--- src/rtl/if_instr_queue_if.sv ---
// Fetch/decode handshake bundle for if_instr_queue.
// slave is the queue's view; master is the IF/ID/EXE side that drives it.
interface if_instr_queue_if #(
  parameter int unsigned PC_W    = 32,
  parameter int unsigned INSTR_W = 32
);
  logic               if_valid;
  logic [PC_W-1:0]    PC;
  logic [INSTR_W-1:0] Instruction;
  logic               freeze;
  logic               Branch_taken;
  logic               id_ready;
  logic               id_valid;
  logic [PC_W-1:0]    id_PC;
  logic [INSTR_W-1:0] id_Instruction;

  modport master (
    output if_valid, PC, Instruction, Branch_taken, id_ready,
    input  freeze, id_valid, id_PC, id_Instruction
  );

  modport slave (
    input  if_valid, PC, Instruction, Branch_taken, id_ready,
    output freeze, id_valid, id_PC, id_Instruction
  );
endinterface

--- src/rtl/if_instr_queue.sv ---
// Fetch-side instruction queue between IF and ID, with branch flush and full backpressure.
// Define IFQ_STATS_EN to add the saturating flush_count output.
module if_instr_queue #(
  parameter int unsigned DEPTH   = 4,
  parameter int unsigned PC_W    = 32,
  parameter int unsigned INSTR_W = 32
) (
  input  logic               clk,
  input  logic               rst,
  if_instr_queue_if.slave    bus
`ifdef IFQ_STATS_EN
  ,
  output logic [15:0]        flush_count
`endif
);
  localparam int unsigned AW = $clog2(DEPTH);
  localparam logic [AW-1:0] PTR_ONE  = AW'(1);
  localparam logic [AW:0]   CNT_ONE  = (AW+1)'(1);
  localparam logic [AW:0]   FULL_LVL = (AW+1)'(DEPTH);

  logic [PC_W-1:0]    mem_pc    [DEPTH];
  logic [INSTR_W-1:0] mem_instr [DEPTH];
  logic [AW-1:0]      wr_ptr;
  logic [AW-1:0]      rd_ptr;
  logic [AW:0]        count;
  logic               full;
  logic               empty;
  logic               push;
  logic               pop;

  always_comb begin
    full  = (count == FULL_LVL);
    empty = (count == '0);
    push  = bus.if_valid & ~full & ~bus.Branch_taken;
    pop   = ~empty & bus.id_ready & ~bus.Branch_taken;
  end

  always_ff @(posedge clk or negedge rst) begin
    if (!rst) begin
      wr_ptr <= '0;
      rd_ptr <= '0;
      count  <= '0;
    end else if (bus.Branch_taken) begin
      // Flush: discard everything in flight by snapping the read side onto the write side.
      rd_ptr <= wr_ptr;
      count  <= '0;
    end else begin
      if (push) wr_ptr <= wr_ptr + PTR_ONE;
      if (pop)  rd_ptr <= rd_ptr + PTR_ONE;
      unique case ({push, pop})
        2'b10:   count <= count + CNT_ONE;
        2'b01:   count <= count - CNT_ONE;
        default: count <= count;
      endcase
    end
  end

  always_ff @(posedge clk) begin
    if (push) begin
      mem_pc[wr_ptr]    <= bus.PC;
      mem_instr[wr_ptr] <= bus.Instruction;
    end
  end

  // Head is presented straight from storage; no write-to-read bypass.
  always_comb begin
    bus.id_valid       = ~empty;
    bus.freeze         = full;
    bus.id_PC          = '0;
    bus.id_Instruction = '0;
    if (!empty) begin
      bus.id_PC          = mem_pc[rd_ptr];
      bus.id_Instruction = mem_instr[rd_ptr];
    end
  end

`ifdef IFQ_STATS_EN
  always_ff @(posedge clk or negedge rst) begin
    if (!rst) begin
      flush_count <= '0;
    end else if (bus.Branch_taken && !empty && (flush_count != '1)) begin
      flush_count <= flush_count + 16'd1;
    end
  end
`endif

endmodule

--- src/flat_wrapper.sv ---
// flat-port wrapper written by rule: the top's interface ports become plain ports
module if_instr_queue_flat 
#(
  parameter int unsigned DEPTH   = 4,
  parameter int unsigned PC_W    = 32,
  parameter int unsigned INSTR_W = 32
)
  (clk, rst, bus_if_valid, bus_PC, bus_Instruction, bus_Branch_taken, bus_id_ready, bus_freeze, bus_id_valid, bus_id_PC, bus_id_Instruction);
  if_instr_queue_if #(.PC_W(PC_W), .INSTR_W(INSTR_W)) bus_i ();
  input  logic clk;
  input  logic rst;
  input wire logic [$bits(bus_i.if_valid)-1:0] bus_if_valid;
  input wire logic [$bits(bus_i.PC)-1:0] bus_PC;
  input wire logic [$bits(bus_i.Instruction)-1:0] bus_Instruction;
  input wire logic [$bits(bus_i.Branch_taken)-1:0] bus_Branch_taken;
  input wire logic [$bits(bus_i.id_ready)-1:0] bus_id_ready;
  output wire logic [$bits(bus_i.freeze)-1:0] bus_freeze;
  output wire logic [$bits(bus_i.id_valid)-1:0] bus_id_valid;
  output wire logic [$bits(bus_i.id_PC)-1:0] bus_id_PC;
  output wire logic [$bits(bus_i.id_Instruction)-1:0] bus_id_Instruction;
  assign bus_i.if_valid = bus_if_valid;
  assign bus_i.PC = bus_PC;
  assign bus_i.Instruction = bus_Instruction;
  assign bus_i.Branch_taken = bus_Branch_taken;
  assign bus_i.id_ready = bus_id_ready;
  assign bus_freeze = bus_i.freeze;
  assign bus_id_valid = bus_i.id_valid;
  assign bus_id_PC = bus_i.id_PC;
  assign bus_id_Instruction = bus_i.id_Instruction;
  if_instr_queue #(.DEPTH(DEPTH), .PC_W(PC_W), .INSTR_W(INSTR_W)) u_core (.clk(clk), .rst(rst), .bus(bus_i));
endmodule
--- config.mk ---
export PLATFORM = sky130hd
export DESIGN_NAME = if_instr_queue_flat
export DESIGN_NICKNAME = d
export VERILOG_FILES = /design/src/rtl/if_instr_queue_if.sv /design/src/rtl/if_instr_queue.sv /design/src/flat_wrapper.sv
export SDC_FILE = /design/constraint.sdc
export NUM_CORES = 1
export LEC_CHECK = 0
export CAP_MARGIN = 10
export CORE_MARGIN = 1
export CORE_UTILIZATION = 59
export CTS_CLUSTER_SIZE = 14
export DETAILED_ROUTE_END_ITERATION = 7
export PLACE_DENSITY = 0.85
export SLEW_MARGIN = 20
export SYNTH_ARGS = -nofsm -noshare
export SYNTH_HDL_FRONTEND = slang
export SYNTH_SLANG_ARGS = --single-unit
--- constraint.sdc ---
create_clock -name clk -period 7.3 [get_ports clk]
set_input_delay 2.19 -clock clk [delete_from_list [all_inputs] [get_ports clk]]
set_output_delay 2.19 -clock clk [all_outputs]
set_load 0.01 [all_outputs]
==> flow_summary.yaml, run 1 <==
run_status:
  status: "finished clean"
power:
  powerDensity_nw_per_um2: 337.8
  total_power_mw: 4.213
  p_leak_nw: 4.009
  ir_drop_mv: 0.2568
drt:
  antenna_left: 0
  drtIter0Drc: 325
  wl_um: 19070
  drt-pass1-iter-count: 4
  drc_errors: 0
  num_vias: 4876
  wire_per_inst_um: 22.67
  via_per_inst: 5.798
floorplanning:
  core_area_um2: 16760
  die_h_um: 133.9
  initial_core_util_pct: 61.25
  io_pins: 135
  die_w_um: 133.9
  rows: 47
  die-area_um2: 17930
clocking:
  cts_sinks: 263
  clockRootBuffer: "clkbuf_16"
  worstSkewPairLatency_ns: 0.51
  holdBufCountCts: 0
  clk_path_buf_depth: 3
  cts_setup_buffers: 0
  cts-resized-gates: 0
  cts_buffers: 25
  cts_tree: "done"
  htree_levels: 1
  clk_pin_slew_worst_paths_ns: 0.06
logic_synthesis:
  syn_inst: 469
  postSynthAreaPerCell_um2: 21.89
  yosys.area.top_type: "edfxtp_1"
  yosys_warnings: 0
  synth_area_leaders: "edfxtp_1 (75%), mux4_2 (14%), and2_1 (4.1%)"
  postSynthNetCount: 543
  synthArstFlopShare_pct: 2.662
  synthFlopType: "edfxtp_1"
  synth_seq_cells: 263
  synth-edff-count: 256
  synth_most_common_cell: "edfxtp_1"
  ys_seq_area_share_pct: 76.59
  yosys-top-cells-count: "edfxtp_1 (256), and2_1 (68), mux4_2 (63)"
  netlist_area_um2: 10270
  synth_top_area_share_pct: 74.88
  synth.distinct_cells: 34
sta:
  hold_ws_ns: 0.5999
  setup_violations: 0
  timing.fmax_mhz: 198.3
  final.setup.worst_slack_ns: 2.257
  skew_ns: 0.01230
  period_share_pct: 69.08
  period_needed_ns: 5.043
  tns_ns: 0
  hold_viol_final: 0
  rsz0062_at_grt: "no"
  worst_pin_slew_ns: 0.9963
  report.final.slew_viol_count: 0
  max_slew_margin_pct: 33.58
finish:
  diodes: 0
  fin_nets: 682
  final_cell_count_no_fill: 841
  fill_cells: 943
  final_util_pct: 74.42
  multi_input_area_um2: 2220
  final_cell_area_um2: 12470
  syn2layout_area_growth_pct: 21.49
  regArea_um2: 7870
  final_layout_size_suffix_gt1_share_pct: 16.59
placed_design:
  hpwl_um: 10620
  gp_congestion: 0.7155
  dpl_cell_area_um2: 11730
  dp_slack_ns: 2.234
  port_buffers: 134
  place_inst: 800
worst_setup_path:
  endpoint_kind: "output pin"
  required_ns: 5.11
  critPathMaxFanout: 22
  criticalPathCategory: "flip-flop to output pin"
  worstPathArrival_ns: 2.85
  startpoint_type: "flip-flop"
global_routing:
  grt_pass1_vias: 5202
  grt.total_usage_pct: 21.98
  overflow: 0
  antenna_found_initial: 0
  grt_max_degree: 68
  grt_pass1_wl_um: 29350
run:
  maxCapViolCount: 0
min_path:
  hold_class: "flip-flop to flip-flop"
[registers in the layout (all words and copies together), names as in the netlist]
signal	flops
u_core.wr_ptr	2
u_core.rd_ptr	2
u_core.mem_instr	128
u_core.mem_pc	128
u_core.count	3
[worst max-delay path, cell delays in order, from the launching register on]
cell and delay (ns):
dfrtp_4 0.72, buf_4 0.41, mux4_2 0.57, and2_1 0.17, clkdlybuf4s50_1 0.47
[cell families (layout without fill, tap and decap cells)]
logic type	after synthesis	after routing	share of synthesized area [%]
compound gates	14	14	0.9019
xor+xnor	5	5	0.4266
fa+ha+maj	5	5	0.6825
buf+inv	28	180	1.889
flops	263	263	76.59
mux	65	65	14.19
simple gates	89	89	5.326
[metal layers]
metal	share of wire (%)	GRT usage [%]	wire, µm	up-vias
met5	0	0	0	-
met4	1.4	5.177	269	0
met3	5.5	3.590	1043	25
met2	54	37.80	10280	162
met1	39	29.87	7469	2515
li1	-	-	-	2174
[path summary, 6_finish.rpt]
path | depth (start not counted) | startpoint | endpoint | slack (ns)
hold reg to reg | 2 | u_core.wr_ptr[0] | u_core.rd_ptr[0] | 0.60
max in group asynchronous | 1 | rst | u_core.rd_ptr[1] | 5.01
setup / recovery | 4 | u_core.rd_ptr[0] | bus_id_PC[15] | 2.26
min in group asynchronous | 1 | rst | u_core.count[2] | 1.97
setup reg to reg | 6 | u_core.count[2] | u_core.count[1] | 4.66
hold / removal | 2 | u_core.wr_ptr[0] | u_core.rd_ptr[0] | 0.60
[where the power goes]
part / switching, mW / internal, mW / total (mW) / leakage [nW]
Sequential: 0.148 / 1.83 / 1.98 / 2.41
Clock: 0.504 / 0.661 / 1.17 / 0.348
Combinational: 0.431 / 0.636 / 1.07 / 1.25
[cell usage in the layout (no fill, tap or decap), types with 2 or more instances in the layout]
cell / netlist / final
and2_4: 0 / 4
edfxtp_1: 256 / 256
and2_1: 68 / 64
clkbuf_16: 0 / 25
dfrtp_4: 0 / 2
a21oi_1: 4 / 4
nor2_1: 2 / 2
xnor2_1: 2 / 2
o21ai_1: 2 / 2
nand3_1: 4 / 4
a21o_1: 2 / 2
clkinv_2: 0 / 2
nand2_1: 7 / 7
a2111oi_0: 2 / 2
clkinv_1: 0 / 2
xor2_1: 3 / 3
dfrtp_1: 7 / 5
nand2b_1: 2 / 2
inv_1: 4 / 4
ha_1: 4 / 4
clkdlybuf4s50_1: 0 / 134
clkbuf_1: 8 / 9
mux4_2: 63 / 63
[area by class of cell]
cell class                 count  share of cell area, %
clock inverter                 6                 0.4514
tap                          220                  2.207
inverter                       4                 0.1204
clock buffer                  34                  5.287
sequential                   263                  63.10
timing repair buffer         136                  11.04
multi-input combinational    178                  17.80
(Power assumes the default switching activity.)
==> run 2, diff against run 1 <==
--- a/config.mk
+++ b/config.mk
@@ -7,10 +7,10 @@
 export LEC_CHECK = 0
 export CAP_MARGIN = 10
 export CORE_MARGIN = 1
-export CORE_UTILIZATION = 59
+export CORE_UTILIZATION = 50
 export CTS_CLUSTER_SIZE = 14
 export DETAILED_ROUTE_END_ITERATION = 7
-export PLACE_DENSITY = 0.85
+export PLACE_DENSITY = 0.76
 export SLEW_MARGIN = 20
 export SYNTH_ARGS = -nofsm -noshare
 export SYNTH_HDL_FRONTEND = slang
==> constraint.sdc (replaced) <==
create_clock -name clk -period 4.3 [get_ports clk]
set_input_delay 1.29 -clock clk [delete_from_list [all_inputs] [get_ports clk]]
set_output_delay 1.29 -clock clk [all_outputs]
set_load 0.01 [all_outputs]
==> run 2 against run 1 <==
Combinational power grew 82%. Critical path type unchanged. Cell area up 2.4%. Highest routed layer unchanged. Non-clock buffer count rose by 9. Sequential share of layout area shrank 1.5 points.
==> flow_summary.yaml, run 2 (synthesis results as in run 1) <==
clocking:
  clockRootBuffer: "clkbuf_16"
  clk_path_buf_depth: 3
  htree_levels: 1
  cts_tree: "done"
  cts_sinks: 263
  cts_setup_buffers: 0
  cts-resized-gates: 0
  cts_buffers: 26
  holdBufCountCts: 0
  worstSkewPairLatency_ns: 0.51
  clk_pin_slew_worst_paths_ns: 0.06
floorplanning:
  core_area_um2: 20170
  die-area_um2: 21110
  die_h_um: 145.3
  rows: 52
  die_w_um: 145.3
  io_pins: 135
  initial_core_util_pct: 50.90
global_routing:
  overflow: 0
  antenna_found_initial: 1
  grt_max_degree: 68
  grt_pass1_vias: 5303
  grt_pass1_wl_um: 30130
  grt.total_usage_pct: 18.56
drt:
  drtIter0Drc: 292
  antenna_left: 0
  wire_per_inst_um: 20.37
  num_vias: 4893
  drt-pass1-iter-count: 4
  wl_um: 18490
  drc_errors: 0
  via_per_inst: 5.389
worst_setup_path:
  startpoint_type: "flip-flop"
  reg2reg_depth: 6
  required_ns: 3.01
  criticalPathCategory: "flip-flop to output pin"
  critPathMaxFanout: 37
  r2r_end: "u_core.count[1]"
  endpoint_kind: "output pin"
  worstPathArrival_ns: 2.64
  rrSetupSlack_ns: 1.61
  r2r-start: "u_core.count[2]"
power:
  powerDensity_nw_per_um2: 573.3
  p_leak_nw: 4.123
  ir_drop_mv: 0.3544
min_path:
  hold_end: "u_core.rd_ptr[1]"
  hold_class: "flip-flop to flip-flop"
  holdPathStages: 2
  hp-start: "u_core.wr_ptr[1]"
placed_design:
  gp_congestion: 0.7319
  port_buffers: 134
  hpwl_um: 11090
  place_inst: 860
finish:
  largest_registers: "u_core.mem_instr (128), u_core.mem_pc (128), u_core.count (3)"
  final_layout_size_suffix_gt1_share_pct: 19.00
  multi_input_area_um2: 2220
  fin_nets: 692
  syn2layout_area_growth_pct: 24.40
  final_cell_count_no_fill: 908
  layout_common_cells: "edfxtp_1 (256), clkdlybuf4s50_1 (134), and2_1 (64)"
  regArea_um2: 7870
  final_util_pct: 63.32
  fill_cells: 1389
  layout_commonest_cell: "edfxtp_1"
sta:
  report.final.slew_viol_count: 0
  rsz0062_at_grt: "no"
  period_needed_ns: 3.933
  worst_pin_slew_ns: 0.6642
  tns_ns: 0
  skew_ns: 0.01008
  hold_viol_final: 0
  timing.fmax_mhz: 254.2
  max_slew_margin_pct: 55.72
  setup_violations: 0
  period_share_pct: 91.47
run_status:
  status: "finished clean"
run:
  maxCapViolCount: 0
==> run 2: cell types whose count changed in the layout (fill, tap and decap cells not counted), sizes merged <==
cell / change
buf: +9
bufinv: +1
clkbuf: -7
clkinv: +12
clkinvlp: +2
diode: +1
inv: -1
==> run 2: metal layers <==
metal  part of all wire (%)  vias to the layer above  wire (µm)  global-route usage, %
li1                       -                     2207          -                      -
met1                     42                     2509       7806                  25.15
met2                     51                      151       9355                  30.67
met3                    5.5                       26       1022                  3.899
met4                    1.7                        0        310                  5.263
met5                      0                        -          0                      0
==> run 2: critical path, stage by stage, from the launching register on <==
cell,delay [ns]
dfrtp_4,0.80
buf_12,0.28
mux4_2,0.36
and2_1,0.19
clkdlybuf4s50_1,0.47
==> run 2: worst max-delay path by stage <==
stage / from / end / slack [ns] / depth (start not counted)
floorplan: bus_Branch_taken / u_core.mem_instr[0][0] / 0.60 / 3
global placement: bus_if_valid / u_core.mem_pc[3][6] / 0.77 / 4
detailed placement: bus_if_valid / u_core.mem_pc[3][6] / 0.65 / 4
CTS: u_core.rd_ptr[1] / bus_id_Instruction[29] / 0.31 / 4
global route: u_core.rd_ptr[1] / bus_id_Instruction[29] / 0.23 / 4
finish: u_core.rd_ptr[1] / bus_id_Instruction[29] / 0.37 / 4
==> run 2: area by class of cell <==
cell class | instances | share of cell area [%]
Sequential cell | 263 | 61.62
Antenna cell | 1 | 0.01959
Tap cell | 270 | 2.645
Clock inverter | 20 | 1.254
Clock buffer | 27 | 5.124
Timing Repair Buffer | 145 | 11.84
Inverter | 4 | 0.1176
Multi-Input combinational cell | 178 | 17.38
==> run 2: metrics by stage <==
stage               hold WS [ns]  total power [mW]  setup WS (ns)  area [µm²]
CTS                       0.5878             7.418         0.3123       12770
floorplan                 0.5133             4.525         0.5967       10270
global route              0.6230             7.662         0.2254       12770
global placement          0.5498             5.249         0.7735       11950
finish                    0.5849             7.321         0.3668       12770
detailed placement        0.5761             5.291         0.6536       11950
==> run 2: power breakdown <==
group	switching, mW	internal (mW)	total, mW
clock network	0.900	1.22	2.12
logic	0.826	1.12	1.95
registers	0.147	3.10	3.25
==> run 3, diff against run 2 <==
--- a/config.mk
+++ b/config.mk
@@ -5,12 +5,14 @@
 export SDC_FILE = /design/constraint.sdc
 export NUM_CORES = 1
 export LEC_CHECK = 0
+export ABC_AREA = 1
 export CAP_MARGIN = 10
 export CORE_MARGIN = 1
-export CORE_UTILIZATION = 50
+export CORE_UTILIZATION = 48
 export CTS_CLUSTER_SIZE = 14
 export DETAILED_ROUTE_END_ITERATION = 7
-export PLACE_DENSITY = 0.76
+export PLACE_DENSITY = 0.74
+export SETUP_SLACK_MARGIN = 0.2
 export SLEW_MARGIN = 20
 export SYNTH_ARGS = -nofsm -noshare
 export SYNTH_HDL_FRONTEND = slang
==> run 3 against run 2 <==
First-iteration DRC count increased by 72%. Worst setup slack worse by 0.092 ns. Die area is 5.8% higher. Wire length rose by 21%. Via count is 35% higher. Critical endpoint is now bus_id_Instruction[4]. Critical path type unchanged. Area after synthesis rose by 1.6%. Sequential share of layout area is 0.46 points lower.
==> flow_summary.yaml, run 3 <==
worst_setup_path:
  required_ns: 3.01
  worstPathArrival_ns: 2.74
  criticalPathCategory: "flip-flop to output pin"
  endpoint_kind: "output pin"
  startpoint_type: "flip-flop"
  critPathMaxFanout: 130
sta:
  rsz0062_at_grt: "no"
  skew_ns: 0.01485
  worst_pin_slew_ns: 0.6399
  tns_ns: 0
  period_share_pct: 93.62
  setup_violations: 0
  max_slew_margin_pct: 57.34
  hold_viol_final: 0
  report.final.slew_viol_count: 0
  period_needed_ns: 4.026
  timing.fmax_mhz: 248.4
floorplanning:
  initial_core_util_pct: 49.32
  die_h_um: 149.4
  io_pins: 135
  die-area_um2: 22330
  die_w_um: 149.4
  core_area_um2: 21150
  rows: 53
global_routing:
  use_met3_pct: 3.110
  overflow: 0
  grt_pass1_vias: 6423
  grt.total_usage_pct: 20.50
  top_usage_layer: "met2"
  antenna_found_initial: 1
  grt_pass1_wl_um: 34900
  globalRouteMet2Util_pct: 34.14
  met1_usage_pct: 28.09
  grt_max_degree: 131
clocking:
  clk_path_buf_depth: 3
  clockRootBuffer: "clkbuf_16"
  cts_buffers: 26
  clk_pin_slew_worst_paths_ns: 0.06
  worstSkewPairLatency_ns: 0.53
  cts_tree: "done"
  htree_levels: 1
  cts_sinks: 263
logic_synthesis:
  synth_top_area_share_pct: 73.69
  syn_inst: 818
  synth_area_leaders: "edfxtp_1 (74%), nor2_1 (9.4%), o21ai_0 (4.0%)"
  synth_most_common_cell: "nor2_1"
  synth.distinct_cells: 25
  yosys_warnings: 0
  postSynthAreaPerCell_um2: 12.75
  netlist_area_um2: 10430
  synth_seq_cells: 263
  yosys-top-cells-count: "nor2_1 (261), edfxtp_1 (256), o21ai_0 (84)"
  postSynthNetCount: 892
  synthArstFlopShare_pct: 2.662
  synthFlopType: "edfxtp_1"
  synth-edff-count: 256
  yosys.area.top_type: "edfxtp_1"
  ys_seq_area_share_pct: 75.37
power:
  p_leak_nw: 4.334
  powerDensity_nw_per_um2: 666.5
  switching_share_pct: 33.57
  p_clk_share_pct: 24.9
  intPower_mw: 5.695
  switching_power_mw: 2.878
  combinationalPowerShare_pct: 37.6
  ir_drop_mv: 0.4437
  pwr-share-seq_pct: 37.6
run:
  maxCapViolCount: 0
finish:
  fill_cells: 1612
  final_layout_size_suffix_gt1_share_pct: 7.135
  final_util_pct: 60.80
  diodes: 0
  largest_registers: "u_core.mem_instr (128), u_core.mem_pc (128), u_core.count (3)"
  layout_commonest_cell: "nor2_1"
  layout_common_cells: "nor2_1 (257), edfxtp_1 (256), clkdlybuf4s50_1 (134)"
  syn2layout_area_growth_pct: 23.29
  fin_nets: 1023
drt:
  via_per_inst: 5.301
  antenna_left: 0
  wl_um: 22380
  num_vias: 6584
  drt-pass1-iter-count: 5
  wire_per_inst_um: 18.02
  drc_errors: 0
  drtIter0Drc: 501
placed_design:
  hpwl_um: 12980
  port_buffers: 134
  gp_congestion: 0.7375
run_status:
  status: "finished clean"
min_path:
  hold_class: "flip-flop to flip-flop"
-- run 3: worst paths after layout --
path	to	slack, ns	from	cells after the start
max in group asynchronous	u_core.rd_ptr[0]	2.96	rst	1
worst max-delay path	bus_id_Instruction[4]	0.27	u_core.rd_ptr[0]	6
worst min-delay path	u_core.count[1]	0.56	u_core.count[1]	2
min in group asynchronous	u_core.count[2]	1.04	rst	1
worst min register to register	u_core.count[1]	0.56	u_core.count[1]	2
worst max register to register	u_core.mem_pc[2][12]	2.25	u_core.count[0]	5
-- run 3: what timing repair did --
| item | 4_1_cts | 5_1_grt |
|---|---|---|
| endpoints found under the setup margin | 0 | 22 |
| gates resized for setup | 0 | 4 |
| hold endpoints to repair | 0 | 0 |
| setup buffers | 0 | 0 |
| hold buffers | 0 | 0 |
-- run 3: metal layers --
layer,share of wire (%),vias to the layer above
met5,0.076,-
met4,2.2,2
met3,5.4,34
met2,49,215
met1,43,3184
li1,-,3149
-- run 3: critical path, cell delays in order (launching register included) --
cell,delay (ns)
dfrtp_4,0.45
buf_16,0.35
nor2_1,0.10
nor2_1,0.13
o21ai_0,0.13
a21oi_1,0.27
clkdlybuf4s50_1,0.59
-- run 3: power groups by stage --
stage	registers [mW]	logic [mW]	clock network (mW)
after floorplan	3.25	1.88	0
after CTS	3.22	3.26	2.17
after detailed placement	3.27	3.23	0
after global placement	3.26	3.19	0
final	3.22	3.22	2.13
after global routing	3.24	3.56	2.26
-- run 3: cell type report --
class,count,area (µm²),share of cell area [%]
multi-input combinational,492,2227,17.32
timing repair buffer,152,1563,12.15
tap,275,344.1,2.675
clock inverter,16,137.6,1.070
clock buffer,30,665.6,5.175
sequential,263,7868,61.17
inverter,14,57.56,0.4475
-- run 3: kinds of logic after synthesis --
group	share of synthesized area, %
flip-flops	75.37
AND/OR/NAND/NOR	10.70
adder cells (fa/ha/maj)	0.6717
buffers and inverters	3.574
XOR/XNOR	0.1679
AO/OA/AOI/OAI	9.523
-- run 3: metrics by stage --
stage               power, mW  instance area [µm²]  cells  setup WS [ns]  hold slack [ns]
global route            9.059                12860   1242         0.1993           0.6085
floorplan               5.125                10430    818        -0.5181           0.5203
CTS                     8.640                12850   1242         0.2331           0.5636
detailed placement      6.503                12050   1196         0.7778           0.5454
finish                  8.573                12860   1242         0.2743           0.5594
global placement        6.451                12050   1196         0.7949           0.5398
